--- src/rtl/cambus_frame_sequencer.sv ---
// cambus_frame_sequencer
//
// Takes the cambus pixel stream and writes captured lines into a two-bank
// (ping-pong) line buffer for the Nios. Software arms a capture. The block
// waits for the end of vertical blank and writes each active line into the
// current write bank. It then publishes the finished line and swaps banks.
// If the consumer has not released the bank a new line needs, that line is
// dropped and a sticky overrun is raised.
//
// Optional feature: define CAMBUS_SEQ_CONTINUOUS_EN to re-arm automatically
// after every frame. ctl_busy then stays high until ctl_abort. Without the
// macro, each frame needs its own ctl_arm.
//
// Ports
//   clk, rst                  clock, synchronous active-high reset
//   vid_pixel/pixsync/hblank/vblank
//                             cambus stream. The blank flags are valid with
//                             pixsync. The pixel follows one cycle later.
//   ctl_arm, ctl_abort        capture control pulses
//   line_ack, line_ack_bank   consumer releases a bank
//   err_clear                 clears the sticky error flags
//   buf_we/bank/addr/data     line buffer write port, 2 cycles after pixsync
//   line_ready/bank/num/len   published-line pulse and its descriptor
//   ctl_busy                  capture in progress
//   frame_done                pulse at end of frame
//   err_overrun, err_short    sticky: line dropped / frame ended early
module cambus_frame_sequencer #(
    parameter int PIX_W       = 14,
    parameter int LINE_PIXELS = 320,
    parameter int FRAME_LINES = 256,
    parameter int ADDR_W      = 9,
    parameter int LINE_W      = 10
) (
    input  logic              clk,
    input  logic              rst,
    input  logic [PIX_W-1:0]  vid_pixel,
    input  logic              vid_pixsync,
    input  logic              vid_hblank,
    input  logic              vid_vblank,
    input  logic              ctl_arm,
    input  logic              ctl_abort,
    input  logic              line_ack,
    input  logic              line_ack_bank,
    input  logic              err_clear,
    output logic              buf_we,
    output logic              buf_bank,
    output logic [ADDR_W-1:0] buf_addr,
    output logic [PIX_W-1:0]  buf_data,
    output logic              line_ready,
    output logic              line_bank,
    output logic [LINE_W-1:0] line_num,
    output logic [ADDR_W:0]   line_len,
    output logic              ctl_busy,
    output logic              frame_done,
    output logic              err_overrun,
    output logic              err_short
);

    localparam logic [ADDR_W:0]   MAX_PIX  = (ADDR_W+1)'(LINE_PIXELS);
    localparam logic [LINE_W-1:0] LAST_CNT = LINE_W'(FRAME_LINES);

    typedef enum logic [2:0] {
        S_IDLE, S_WAIT_VB, S_WAIT_LINE, S_ACTIVE, S_DONE
    } state_t;

    state_t              state;
    logic                prev_hb, prev_vb;   // blank flags at last pixsync
    logic                wbank;              // bank the next line goes to
    logic [1:0]          bank_full;
    logic [LINE_W-1:0]   line_cnt;           // lines started this frame
    logic [LINE_W-1:0]   cur_line;
    logic [ADDR_W:0]     pix_cnt;            // saturates at LINE_PIXELS
    logic                drop;               // current line is being dropped
    // stage 1 of the write pipe; the pixel itself arrives a cycle later
    logic                pend_we;
    logic                pend_bank;
    logic [ADDR_W-1:0]   pend_addr;

    logic hb_fall, hb_rise, vb_fall, line_start, start_drop, act_end;
    logic pub_fire, wr_fire, overrun_set, short_set;
    logic [ADDR_W:0] wr_idx;
    logic [1:0]      ack_mask, pub_mask;

    always_comb begin
        hb_fall     = vid_pixsync & prev_hb & ~vid_hblank;
        hb_rise     = vid_pixsync & ~prev_hb & vid_hblank;
        vb_fall     = vid_pixsync & prev_vb & ~vid_vblank;
        // vblank wins over a line start seen on the same sample
        line_start  = (state == S_WAIT_LINE) & hb_fall & ~vid_vblank;
        start_drop  = bank_full[wbank];
        act_end     = (state == S_ACTIVE) & vid_pixsync & (vid_vblank | hb_rise);
        pub_fire    = act_end & ~drop & (pix_cnt != '0) & ~ctl_abort;
        wr_idx      = line_start ? '0 : pix_cnt;
        wr_fire     = ~ctl_abort & vid_pixsync & ~vid_hblank & ~vid_vblank &
                      ((line_start & ~start_drop) | ((state == S_ACTIVE) & ~drop)) &
                      (wr_idx < MAX_PIX);
        overrun_set = ~ctl_abort & line_start & start_drop;
        short_set   = ~ctl_abort & vid_pixsync & vid_vblank &
                      ((state == S_WAIT_LINE) | (state == S_ACTIVE));
        ack_mask    = line_ack ? (2'b01 << line_ack_bank) : 2'b00;
        // publish is applied after the ack so it wins on the same bank
        pub_mask    = pub_fire ? (2'b01 << wbank) : 2'b00;
    end

    always_ff @(posedge clk) begin
        if (rst) begin
            state       <= S_IDLE;
            prev_hb     <= 1'b0;
            prev_vb     <= 1'b0;
            wbank       <= 1'b0;
            bank_full   <= 2'b00;
            line_cnt    <= '0;
            cur_line    <= '0;
            pix_cnt     <= '0;
            drop        <= 1'b0;
            pend_we     <= 1'b0;
            pend_bank   <= 1'b0;
            pend_addr   <= '0;
            buf_we      <= 1'b0;
            buf_bank    <= 1'b0;
            buf_addr    <= '0;
            buf_data    <= '0;
            line_ready  <= 1'b0;
            line_bank   <= 1'b0;
            line_num    <= '0;
            line_len    <= '0;
            ctl_busy    <= 1'b0;
            frame_done  <= 1'b0;
            err_overrun <= 1'b0;
            err_short   <= 1'b0;
        end else begin
            line_ready <= 1'b0;
            frame_done <= 1'b0;

            if (vid_pixsync) begin
                prev_hb <= vid_hblank;
                prev_vb <= vid_vblank;
            end

            // write pipe: address latched on the pixsync, data on the next cycle
            pend_we <= wr_fire;
            if (wr_fire) begin
                pend_bank <= wbank;
                pend_addr <= wr_idx[ADDR_W-1:0];
            end
            buf_we <= pend_we & ~ctl_abort;
            if (pend_we) begin
                buf_bank <= pend_bank;
                buf_addr <= pend_addr;
                buf_data <= vid_pixel;
            end

            bank_full   <= (bank_full & ~ack_mask) | pub_mask;
            err_overrun <= overrun_set | (err_overrun & ~err_clear);
            err_short   <= short_set   | (err_short   & ~err_clear);

            if (pub_fire) begin
                line_ready <= 1'b1;
                line_bank  <= wbank;
                line_num   <= cur_line;
                line_len   <= pix_cnt;
                wbank      <= ~wbank;
            end

            if (ctl_abort) begin
                state    <= S_IDLE;
                ctl_busy <= 1'b0;
            end else begin
                case (state)
                    S_IDLE: begin
                        if (ctl_arm) begin
                            state    <= S_WAIT_VB;
                            ctl_busy <= 1'b1;
                            line_cnt <= '0;
                        end
                    end
                    S_WAIT_VB: begin
                        if (vb_fall) state <= S_WAIT_LINE;
                    end
                    S_WAIT_LINE: begin
                        if (vid_pixsync && vid_vblank) begin
                            state      <= S_DONE;
                            frame_done <= 1'b1;
                        end else if (line_start) begin
                            // a dropped line still counts toward the frame
                            state    <= S_ACTIVE;
                            drop     <= start_drop;
                            cur_line <= line_cnt;
                            line_cnt <= line_cnt + 1'b1;
                            pix_cnt  <= (ADDR_W+1)'(1);
                        end
                    end
                    S_ACTIVE: begin
                        if (vid_pixsync && vid_vblank) begin
                            state      <= S_DONE;
                            frame_done <= 1'b1;
                        end else if (hb_rise) begin
                            if (line_cnt == LAST_CNT) begin
                                state      <= S_DONE;
                                frame_done <= 1'b1;
                            end else begin
                                state <= S_WAIT_LINE;
                            end
                        end else if (vid_pixsync && !vid_hblank && pix_cnt < MAX_PIX) begin
                            pix_cnt <= pix_cnt + 1'b1;
                        end
                    end
                    S_DONE: begin
`ifdef CAMBUS_SEQ_CONTINUOUS_EN
                        state    <= S_WAIT_VB;
                        line_cnt <= '0;
`else
                        state    <= S_IDLE;
                        ctl_busy <= 1'b0;
`endif
                    end
                    default: begin
                        state    <= S_IDLE;
                        ctl_busy <= 1'b0;
                    end
                endcase
            end
        end
    end

endmodule

--- config.mk ---
export PLATFORM = sky130hd
export DESIGN_NAME = cambus_frame_sequencer
export DESIGN_NICKNAME = d
export VERILOG_FILES = /design/src/rtl/cambus_frame_sequencer.sv
export SDC_FILE = /design/constraint.sdc
export NUM_CORES = 1
export LEC_CHECK = 0
export ABC_AREA = 1
export CAP_MARGIN = 0
export CORE_ASPECT_RATIO = 1.2
export CORE_MARGIN = 2
export CORE_UTILIZATION = 55
export CTS_BUF_LIST = sky130_fd_sc_hd__clkbuf_2 sky130_fd_sc_hd__clkbuf_4 sky130_fd_sc_hd__clkbuf_8
export CTS_CLUSTER_DIAMETER = 30
export DETAILED_ROUTE_END_ITERATION = 8
export HOLD_SLACK_MARGIN = 0.03
export PLACE_DENSITY = 0.83
export SLEW_MARGIN = 20
export SYNTH_ARGS = -nofsm -noshare
export SYNTH_HDL_FRONTEND = slang
export SYNTH_SLANG_ARGS = --single-unit
--- constraint.sdc ---
create_clock -name clk -period 1.81 [get_ports clk]
set_clock_uncertainty 0.1 [all_clocks]
set_input_delay 0.362 -clock clk [delete_from_list [all_inputs] [get_ports clk]]
set_output_delay 0.362 -clock clk [all_outputs]
set_load 0.02 [all_outputs]
==> results.yml, run 1 <==
global_routing:
  overflow: 0
  grt_pass1_wl_um: 16770
  grt_max_degree: 69
  grt_pass1_vias: 3864
  grt_usage: 0.2377
  antenna_found_initial: 0
synth:
  syn_nets: 633
  synth_area_leaders: "dfxtp_1, nor2_1, nand2_1"
  synth_commonest_cells: "nor2_1, nand2_1, dfxtp_1, o21ai_0, inv_1"
  syn_inst: 605
  synthArstFlopShare: 0
  yosys.cell_types.count: 32
  ys_warn_count: 0
  yosysSeqAreaShare: 0.4707
  syn_area_sq_mm: 0.004295
  ys_seq_elements: 101
  yosysMostFrequentCell: "nor2_1"
  yosys_most_used_dff: "dfxtp_1"
  synth_top_cell_by_area: "dfxtp_1"
  synth_edf_count: 0
  synth.avg_cell_area_sq_um: 7.100
  synth_top_area_share: 0.4707
setup_path:
  crit_buf_inv: 1
  path_cells: "clkdlybuf4s50_1"
  reg2reg_setup_slack_ns: 0.09
  critPathRequiredTime_ns: 1.35
  critPathCaptureType: "output port"
  crit_fanout: 2
  r2r-end: "line_len[2]"
  r2r_cells: 8
  slowest_stage: "clkdlybuf4s50_1"
  critPathLaunch: "buf_data[8]"
  worstPathArrival_ns: 1.32
  worst-setup-path-type: "reg -> out"
  crit-reg2reg-launch: "state[1]"
  cp_top_family: "buffers and inverters"
  start_kind: "flop"
  max_stage_delay_ns: 0.61
finish:
  fillers: 609
  syn_to_final_growth_pct: 29.65
  drive_gt1_frac: 0.09857
  final_core_util: 0.7309
  diodes: 0
  final_nets: 723
  postLayoutCellArea_sq_mm: 0.005569
  multiInputGateArea_sq_mm: 0.001977
  regArea_sq_mm: 0.002024
sta:
  min_period_ns: 1.783
  rsz0062_at_grt: "yes"
  fmax_mhz: 560.9
  setup_viol: 0
  relSlewSlack: 0.7313
  period_share: 0.9851
  final_max_slew_viol_count: 0
  worst_slack_ns: 0.02702
  final-hold-violation-count: 0
  tightest_slew_ns: 0.4025
drt:
  vias_per_cell: 5.225
  wl_per_cell_um: 12.98
  drc: 0
  drtIter0Drc: 249
  routed-via-count: 4138
  drtAntennaViolNets: 0
  drtPass1Iterations: 7
  drt_wl_total_um: 10280
flow_run:
  max_cap_violations: 0
power_and_ir_drop:
  power_uw: 4004
  leakagePower_uw: 0.002829
  powerDensity_mw_per_mm2: 719.0
  peakVddDrop_mv: 0.4648
clock_tree:
  clockRootBuffer: "clkbuf_8"
  path_clk_slew_ns: 0.10
  cts_buffers: 9
  postCtsSetupBuffers: 0
  cts_max_level: 3
  ctsHoldBuffers: 0
  cts_tree: "built"
  clk_latency_ns: 0.37
  clk_path_buf_depth: 2
  numClockSinks: 101
  cts_resized: 9
placement:
  dp_slack_ns: -0.2955
  place.gp.congestion: 0.9063
  dpl.hpwl_um: 7288
  dpl_cell_area_sq_mm: 0.005274
  io_buffers: 74
floorplanning:
  die_h_um: 100.8
  die_area_sq_mm: 0.008536
  dieWidth_um: 84.68
  pin_count: 75
  initial_core_util: 0.5637
  coreArea_sq_mm: 0.007620
  rows: 35
outcome:
  status: "complete, no violations"
worst_hold_path:
  worstHoldPathCells: 4
  holdPathEnd: "prev_hb"
  worstHoldStart: "vid_pixsync"
  hp-class: "in -> reg"
==> stage by stage <==
stage	TNS, ns	cells	hold WS (ns)
CTS	0	792	0.3724
detailed placement	-15.04	776	0.3547
global route	-0.01652	792	0.3583
global placement	-13.38	776	0.3488
finish	0	792	0.3150
floorplan	0	605	0.3394
==> power breakdown <==
part	internal, uW	switching, uW	total (uW)
registers	2230	10.8	2240
logic	107	123	230
clock network	704	829	1530
total	3040	963	4000
==> layout by cell type (no fill, tap or decap), types with 3 or more instances in the layout <==
master / instances
dlymetal6s2s_1: 28
o21ai_0: 63
nand4_1: 4
a21oi_1: 30
dfxtp_1: 99
o21ai_1: 11
clkdlybuf4s50_1: 37
inv_1: 49
nor3_1: 5
nand2_1: 106
nor2_1: 137
clkbuf_8: 10
ha_1: 4
dlygate4sd2_1: 9
nand2_2: 8
nor2_4: 3
buf_4: 26
nand3_1: 43
==> final cells by class <==
type                       instances  share of cell area
clock inverter                     6             0.01393
sequential                       101              0.3635
clock buffer                      10             0.02471
timing repair buffer             103              0.1878
inverter                          51             0.03437
multi-input combinational        429              0.3550
tap                               92             0.02067
==> logic make-up after synthesis <==
logic type	count (synthesis)	share of synthesized area
AOI/OAI and AO/OA	112	0.1389
DFF	101	0.4707
buffers and inverters	75	0.07253
and+or+nand+nor	313	0.3061
adders and majority gates	4	0.01165
==> how the worst max path moves through the flow <==
stage / end / slack (ns) / cells after the start
floorplan: pend_addr[0] / 0.26 / 9
global placement: line_num[4] / -0.27 / 9
detailed placement: line_num[4] / -0.30 / 9
CTS: line_num[3] / 0.006 / 1
global route: buf_addr[0] / -0.009 / 1
finish: buf_data[8] / 0.03 / 1
==> registers in the layout, summed over array words and instances (netlist names), 2 cells and up <==
name       cells
buf_data      14
cur_line      10
line_cnt      10
line_len      10
line_num      10
pix_cnt       10
buf_addr       9
pend_addr      9
state          3
bank_full      2
==> layer usage <==
layer  wire length [um]  global-route usage  vias to the layer above
met5                  0                   0                        -
met4                171             0.07814                        0
met3                569             0.04996                       18
met2               5031              0.4137                      125
met1               4509              0.2939                     1877
li1                   -                   -                     2118
Power figures use the tool's default switching activity.
==> run 2, diff against run 1 <==
--- a/config.mk
+++ b/config.mk
@@ -13,7 +13,7 @@
 export CTS_BUF_LIST = sky130_fd_sc_hd__clkbuf_2 sky130_fd_sc_hd__clkbuf_4 sky130_fd_sc_hd__clkbuf_8
 export CTS_CLUSTER_DIAMETER = 30
 export DETAILED_ROUTE_END_ITERATION = 8
-export HOLD_SLACK_MARGIN = 0.03
+export HOLD_SLACK_MARGIN = 0.08
 export PLACE_DENSITY = 0.83
 export SLEW_MARGIN = 20
 export SYNTH_ARGS = -nofsm -noshare
==> constraint.sdc (replaced) <==
create_clock -name clk -period 1.81 [get_ports clk]
set_clock_uncertainty 0.1 [all_clocks]
set_input_delay 0.181 -clock clk [delete_from_list [all_inputs] [get_ports clk]]
set_output_delay 0.181 -clock clk [all_outputs]
set_load 0.02 [all_outputs]
==> run 2 against run 1 <==
Compared with the run above:
- sequential power barely moved
- first-iteration DRC count decreased by 15%
- non-clock buffer count fell by 5
- total power down 1.6%
- setup slack gained 0.068 ns
- worst hold slack got worse by 0.025 ns
- highest routed layer unchanged
- via count fell by 0.31%
- die area is the same
- sequential share of layout area increased by 0.82 points
- final area is 2.1% lower
==> results.yml, run 2 (synthesis results as in run 1) <==
finish:
  largest_reg_flops: 14
  drive_gt1_frac: 0.09209
  diodes: 0
  regMostFlops: "buf_data"
  syn_to_final_growth_pct: 26.94
  layout_common_cells: "nor2_1, nand2_1, dfxtp_1, clkdlybuf4s50_1, o21ai_0"
  mostFrequentLayoutCell: "nor2_1"
  final_core_util: 0.7156
  final_nets: 718
drt:
  drt_wl_total_um: 9935
  vias_per_cell: 5.241
  drc: 0
  wl_per_cell_um: 12.62
  drtPass1Iterations: 4
  drtIter0Drc: 211
  drtAntennaViolNets: 0
  routed-via-count: 4125
setup_path:
  start_kind: "flop"
  crit_fanout: 12
  worst-setup-path-type: "reg -> reg"
  critPathLaunch: "state[1]"
  worstPathArrival_ns: 1.88
  crit-reg2reg-launch: "state[1]"
  critPathRequiredTime_ns: 1.97
  critPathCaptureType: "flop"
clock_tree:
  path_clk_slew_ns: 0.11
  clk_latency_ns: 0.37
  clockRootBuffer: "clkbuf_8"
  cts_tree: "built"
  cts_max_level: 3
  clk_path_buf_depth: 2
  cts_buffers: 9
  numClockSinks: 101
  postCtsSetupBuffers: 0
  ctsHoldBuffers: 0
  cts_resized: 1
floorplanning:
  die_area_sq_mm: 0.008536
  die_h_um: 100.8
  dieWidth_um: 84.68
  coreArea_sq_mm: 0.007620
  rows: 35
  initial_core_util: 0.5637
  pin_count: 75
outcome:
  status: "complete, no violations"
sta:
  relSlewSlack: 0.5572
  fmax_mhz: 583.0
  tightest_slew_ns: 0.6633
  rsz0062_at_grt: "no"
  setup_viol: 0
  min_period_ns: 1.715
  final-hold-violation-count: 0
  worst_slack_ns: 0.09475
  period_share: 0.9477
  final_max_slew_viol_count: 0
worst_hold_path:
  worstHoldStart: "vid_pixel[12]"
  hp-class: "in -> reg"
global_routing:
  grt_max_degree: 59
  grt_pass1_wl_um: 16680
  antenna_found_initial: 0
  overflow: 0
  grt_usage: 0.2382
  grt_pass1_vias: 3800
placement:
  place.gp.congestion: 0.9163
  io_buffers: 74
  dpl.hpwl_um: 7211
  dp_slack_ns: -0.1787
flow_run:
  max_cap_violations: 0
power_and_ir_drop:
  powerDensity_mw_per_mm2: 722.3
  leakagePower_uw: 0.002241
  peakVddDrop_mv: 0.4803
[run 2: cell types whose count changed in the layout (fill, tap and decap cells not counted), moves of 4 or more]
cell	before	now
clkdlybuf4s50_1	37	74
dlygate4sd2_1	9	0
dlymetal6s2s_1	28	0
buf_4	26	22
[run 2: critical path: stages, from the launching register on]
cell and delay, ns:
dfxtp_2 0.39, nand2_2 0.08, nor2_4 0.17, nand2_2 0.09
nor2_2 0.17, nand2_2 0.10, buf_4 0.18, o21ai_0 0.23
nor2_1 0.08
[run 2: path summary, 6_finish.rpt]
kind / to / slack (ns) / cells past startpoint
worst max-delay path: line_num[3] / 0.09 / 8
worst min-delay path: buf_data[12] / 0.29 / 3
worst max register to register: line_num[3] / 0.09 / 8
worst min register to register: line_len[5] / 0.37 / 2
[run 2: where the power goes]
| part | internal [uW] | switching, uW |
|---|---|---|
| logic | 102 | 124 |
| registers | 2230 | 11.1 |
| clock network | 660 | 812 |
| total | 2990 | 947 |
[run 2: area by class of cell]
class / count / area [sq um]
Clock buffer: 9 / 123.9
Clock inverter: 7 / 82.58
Fill cell: 610 / 2167
Inverter: 51 / 191.4
Multi-Input combinational cell: 429 / 1967
Sequential cell: 101 / 2027
Tap cell: 92 / 115.1
Timing Repair Buffer: 98 / 945.9
[run 2: through the flow]
step	area, sq um	TNS [ns]	instances	hold slack [ns]	power, uW
global placement	5236	-1.673	771	0.3532	2508
CTS	5444	0	787	0.2825	3965
finish	5453	0	787	0.2895	3938
detailed placement	5236	-2.973	771	0.3560	2512
global route	5453	0	787	0.3000	4096
floorplan	4295	0	605	0.2159	2403
[run 2: per-layer routing]
| layer | track usage | up-vias | wire [um] |
|---|---|---|---|
| met1 | 0.2898 | 1849 | 4387 |
| met2 | 0.4113 | 139 | 4729 |
| li1 | - | 2117 | - |
| met3 | 0.04586 | 20 | 617 |
| met4 | 0.1026 | 0 | 200 |
| met5 | 0 | - | 0 |
==> run 3, diff against run 2 <==
--- a/config.mk
+++ b/config.mk
@@ -6,15 +6,16 @@
 export NUM_CORES = 1
 export LEC_CHECK = 0
 export ABC_AREA = 1
+export ABC_CLOCK_PERIOD_IN_PS = 1810
 export CAP_MARGIN = 0
 export CORE_ASPECT_RATIO = 1.2
 export CORE_MARGIN = 2
-export CORE_UTILIZATION = 55
+export CORE_UTILIZATION = 45
 export CTS_BUF_LIST = sky130_fd_sc_hd__clkbuf_2 sky130_fd_sc_hd__clkbuf_4 sky130_fd_sc_hd__clkbuf_8
 export CTS_CLUSTER_DIAMETER = 30
 export DETAILED_ROUTE_END_ITERATION = 8
 export HOLD_SLACK_MARGIN = 0.08
-export PLACE_DENSITY = 0.83
+export PLACE_DENSITY = 0.7
 export SLEW_MARGIN = 20
 export SYNTH_ARGS = -nofsm -noshare
 export SYNTH_HDL_FRONTEND = slang
==> run 3 against run 2 <==
Compared with the run above:
- die area grew 21%
- cell count rose by 4.4%
- sequential power barely moved
- count of clock-buffer cells in the layout grew 3
- combinational power up 2%
- final area increased by 2.2%
- clock power grew 14%
- critical path type is now reg -> out
- critical endpoint is now line_bank
- largest cell class unchanged
==> results.yml, run 3 (synthesis results as in run 1) <==
power_and_ir_drop:
  leakagePower_uw: 0.002280
  p_int_uw: 3233
  peakVddDrop_mv: 0.3448
  switching_power_uw: 913.6
  pwr-share-seq: 0.540
  clkPwrFrac: 0.404
  powerDensity_mw_per_mm2: 744.4
  swShare: 0.2203
  power_uw: 4147
  combPwrFrac: 0.056
sta:
  setup_viol: 0
  final-hold-violation-count: 0
  tightest_slew_ns: 0.4157
  relSlewSlack: 0.7225
  period_share: 0.9234
  worst_slack_ns: 0.1386
  final_max_slew_viol_count: 0
  fmax_mhz: 598.3
  rsz0062_at_grt: "yes"
  min_period_ns: 1.671
global_routing:
  grt_usage: 0.2002
  overflow: 0
  grt_pass1_vias: 3668
  grt_max_degree: 59
  antenna_found_initial: 0
  grt_pass1_wl_um: 16910
drt:
  drt_wl_total_um: 10120
  drtPass1Iterations: 5
  drtAntennaViolNets: 0
  drtIter0Drc: 245
  wl_per_cell_um: 12.31
  vias_per_cell: 4.889
  drc: 0
  routed-via-count: 4019
worst_hold_path:
  worstHoldPathCells: 3
  holdPathEnd: "buf_data[5]"
  worstHoldStart: "vid_pixel[5]"
  hp-class: "in -> reg"
setup_path:
  path_cells: "clkdlybuf4s50_1"
  cp_top_family: "buffers and inverters"
  reg2reg_setup_slack_ns: 0.15
  r2r_cells: 8
  slowest_stage: "clkdlybuf4s50_1"
  worst-setup-path-type: "reg -> out"
  critPathRequiredTime_ns: 1.53
  max_stage_delay_ns: 0.62
  worstPathArrival_ns: 1.39
  crit_buf_inv: 1
  critPathCaptureType: "output port"
  start_kind: "flop"
  r2r-end: "cur_line[6]"
  crit-reg2reg-launch: "state[2]"
  crit_fanout: 2
placement:
  io_buffers: 74
  dpl.hpwl_um: 7485
  dp_slack_ns: -0.1118
  place.gp.congestion: 0.8858
  placed_cells: 806
flow_run:
  max_cap_violations: 0
finish:
  largest_reg_flops: 14
  mostFrequentLayoutCell: "nor2_1"
  diodes: 0
  syn_to_final_growth_pct: 29.68
  fillers: 879
  layout_common_cells: "nor2_1, nand2_1, dfxtp_1, clkdlybuf4s50_1, o21ai_0"
  drive_gt1_frac: 0.1001
  regMostFlops: "buf_data"
  final_nets: 722
  fin_cells: 822
clock_tree:
  clk_path_buf_depth: 2
  clk_latency_ns: 0.37
  clockRootBuffer: "clkbuf_8"
  postCtsSetupBuffers: 0
  path_clk_slew_ns: 0.10
  cts_max_level: 3
  cts_buffers: 9
  numClockSinks: 101
  cts_tree: "built"
floorplanning:
  dieWidth_um: 93.19
  die_h_um: 111.0
  pin_count: 75
  die_area_sq_mm: 0.01035
  rows: 39
  coreArea_sq_mm: 0.009418
  initial_core_util: 0.4561
outcome:
  status: "complete, no violations"
-- run 3: cell count changes in the layout (fill, tap and decap cells not counted), moves of 2 or more --
cell / delta
buf_4: +4
clkinv_4: -2
dfxtp_2: +2
inv_8: -2
clkbuf_8: +3
-- run 3: layout make-up --
cell class | instances | area [sq um] | share of cell area
Tap cell | 123 | 153.9 | 0.02763
Inverter | 51 | 191.4 | 0.03437
Clock buffer | 12 | 165.2 | 0.02965
Sequential cell | 101 | 2026 | 0.3637
Timing Repair Buffer | 102 | 975.9 | 0.1752
Clock inverter | 4 | 76.32 | 0.01370
Multi-Input combinational cell | 429 | 1982 | 0.3558
-- run 3: worst max path at each step --
| stage | start | to | slack [ns] | depth (start not counted) |
|---|---|---|---|---|
| 3_5_place_dp | vid_pixsync | pend_addr[2] | -0.11 | 8 |
| 4_1_cts | state[0] | line_num[5] | 0.09 | 8 |
| 3_3_place_gp | vid_pixsync | pend_addr[1] | -0.05 | 8 |
| 6_report | line_bank | line_bank | 0.14 | 1 |
| 2_1_floorplan | state[2] | pend_addr[0] | 0.26 | 9 |
| 5_1_grt | state[0] | line_num[7] | -0.0009 | 8 |
-- run 3: per-stage QoR --
step,setup TNS [ns],hold WS [ns],instance area (sq um),util
2_1_floorplan,0,0.2159,4295,-
3_3_place_gp,-1.009,0.3521,5305,0.5633
3_5_place_dp,-2.900,0.3588,5305,0.5633
4_1_cts,0,0.2756,5547,0.5889
5_1_grt,-0.0009353,0.2925,5570,0.5915
6_report,0,0.2905,5570,0.5915
-- run 3: power groups by stage --
| stage | clock network, uW | registers [uW] | logic (uW) |
|---|---|---|---|
| 6_report | 1680 | 2240 | 231 |
| 3_3_place_gp | 0 | 2290 | 224 |
| 3_5_place_dp | 0 | 2290 | 227 |
| 4_1_cts | 1710 | 2240 | 229 |
| 5_1_grt | 1820 | 2240 | 256 |
| 2_1_floorplan | 0 | 2290 | 112 |
-- run 3: what timing repair did --
action                                  in CTS  in global routing
endpoints found under the setup margin       0                 44
hold endpoints to repair                     0                  0
gates resized for setup                      0                  8
hold buffers                                 0                  0
-- run 3: layer usage --
layer / vias to the layer above / GRT usage / part of all wire
met3: 15 / 0.04147 / 0.058
li1: 2118 / - / -
met2: 109 / 0.3203 / 0.47
met4: 0 / 0.07647 / 0.018
met5: - / 0 / 0
met1: 1777 / 0.2649 / 0.45
-- run 3: worst reg2reg max path, delay by kind of cell, from the launching register on --
kind	cells	cell delay [ns]
flops	1	0.36
simple gates	4	0.59
buf+inv	2	0.32
compound gates	2	0.25
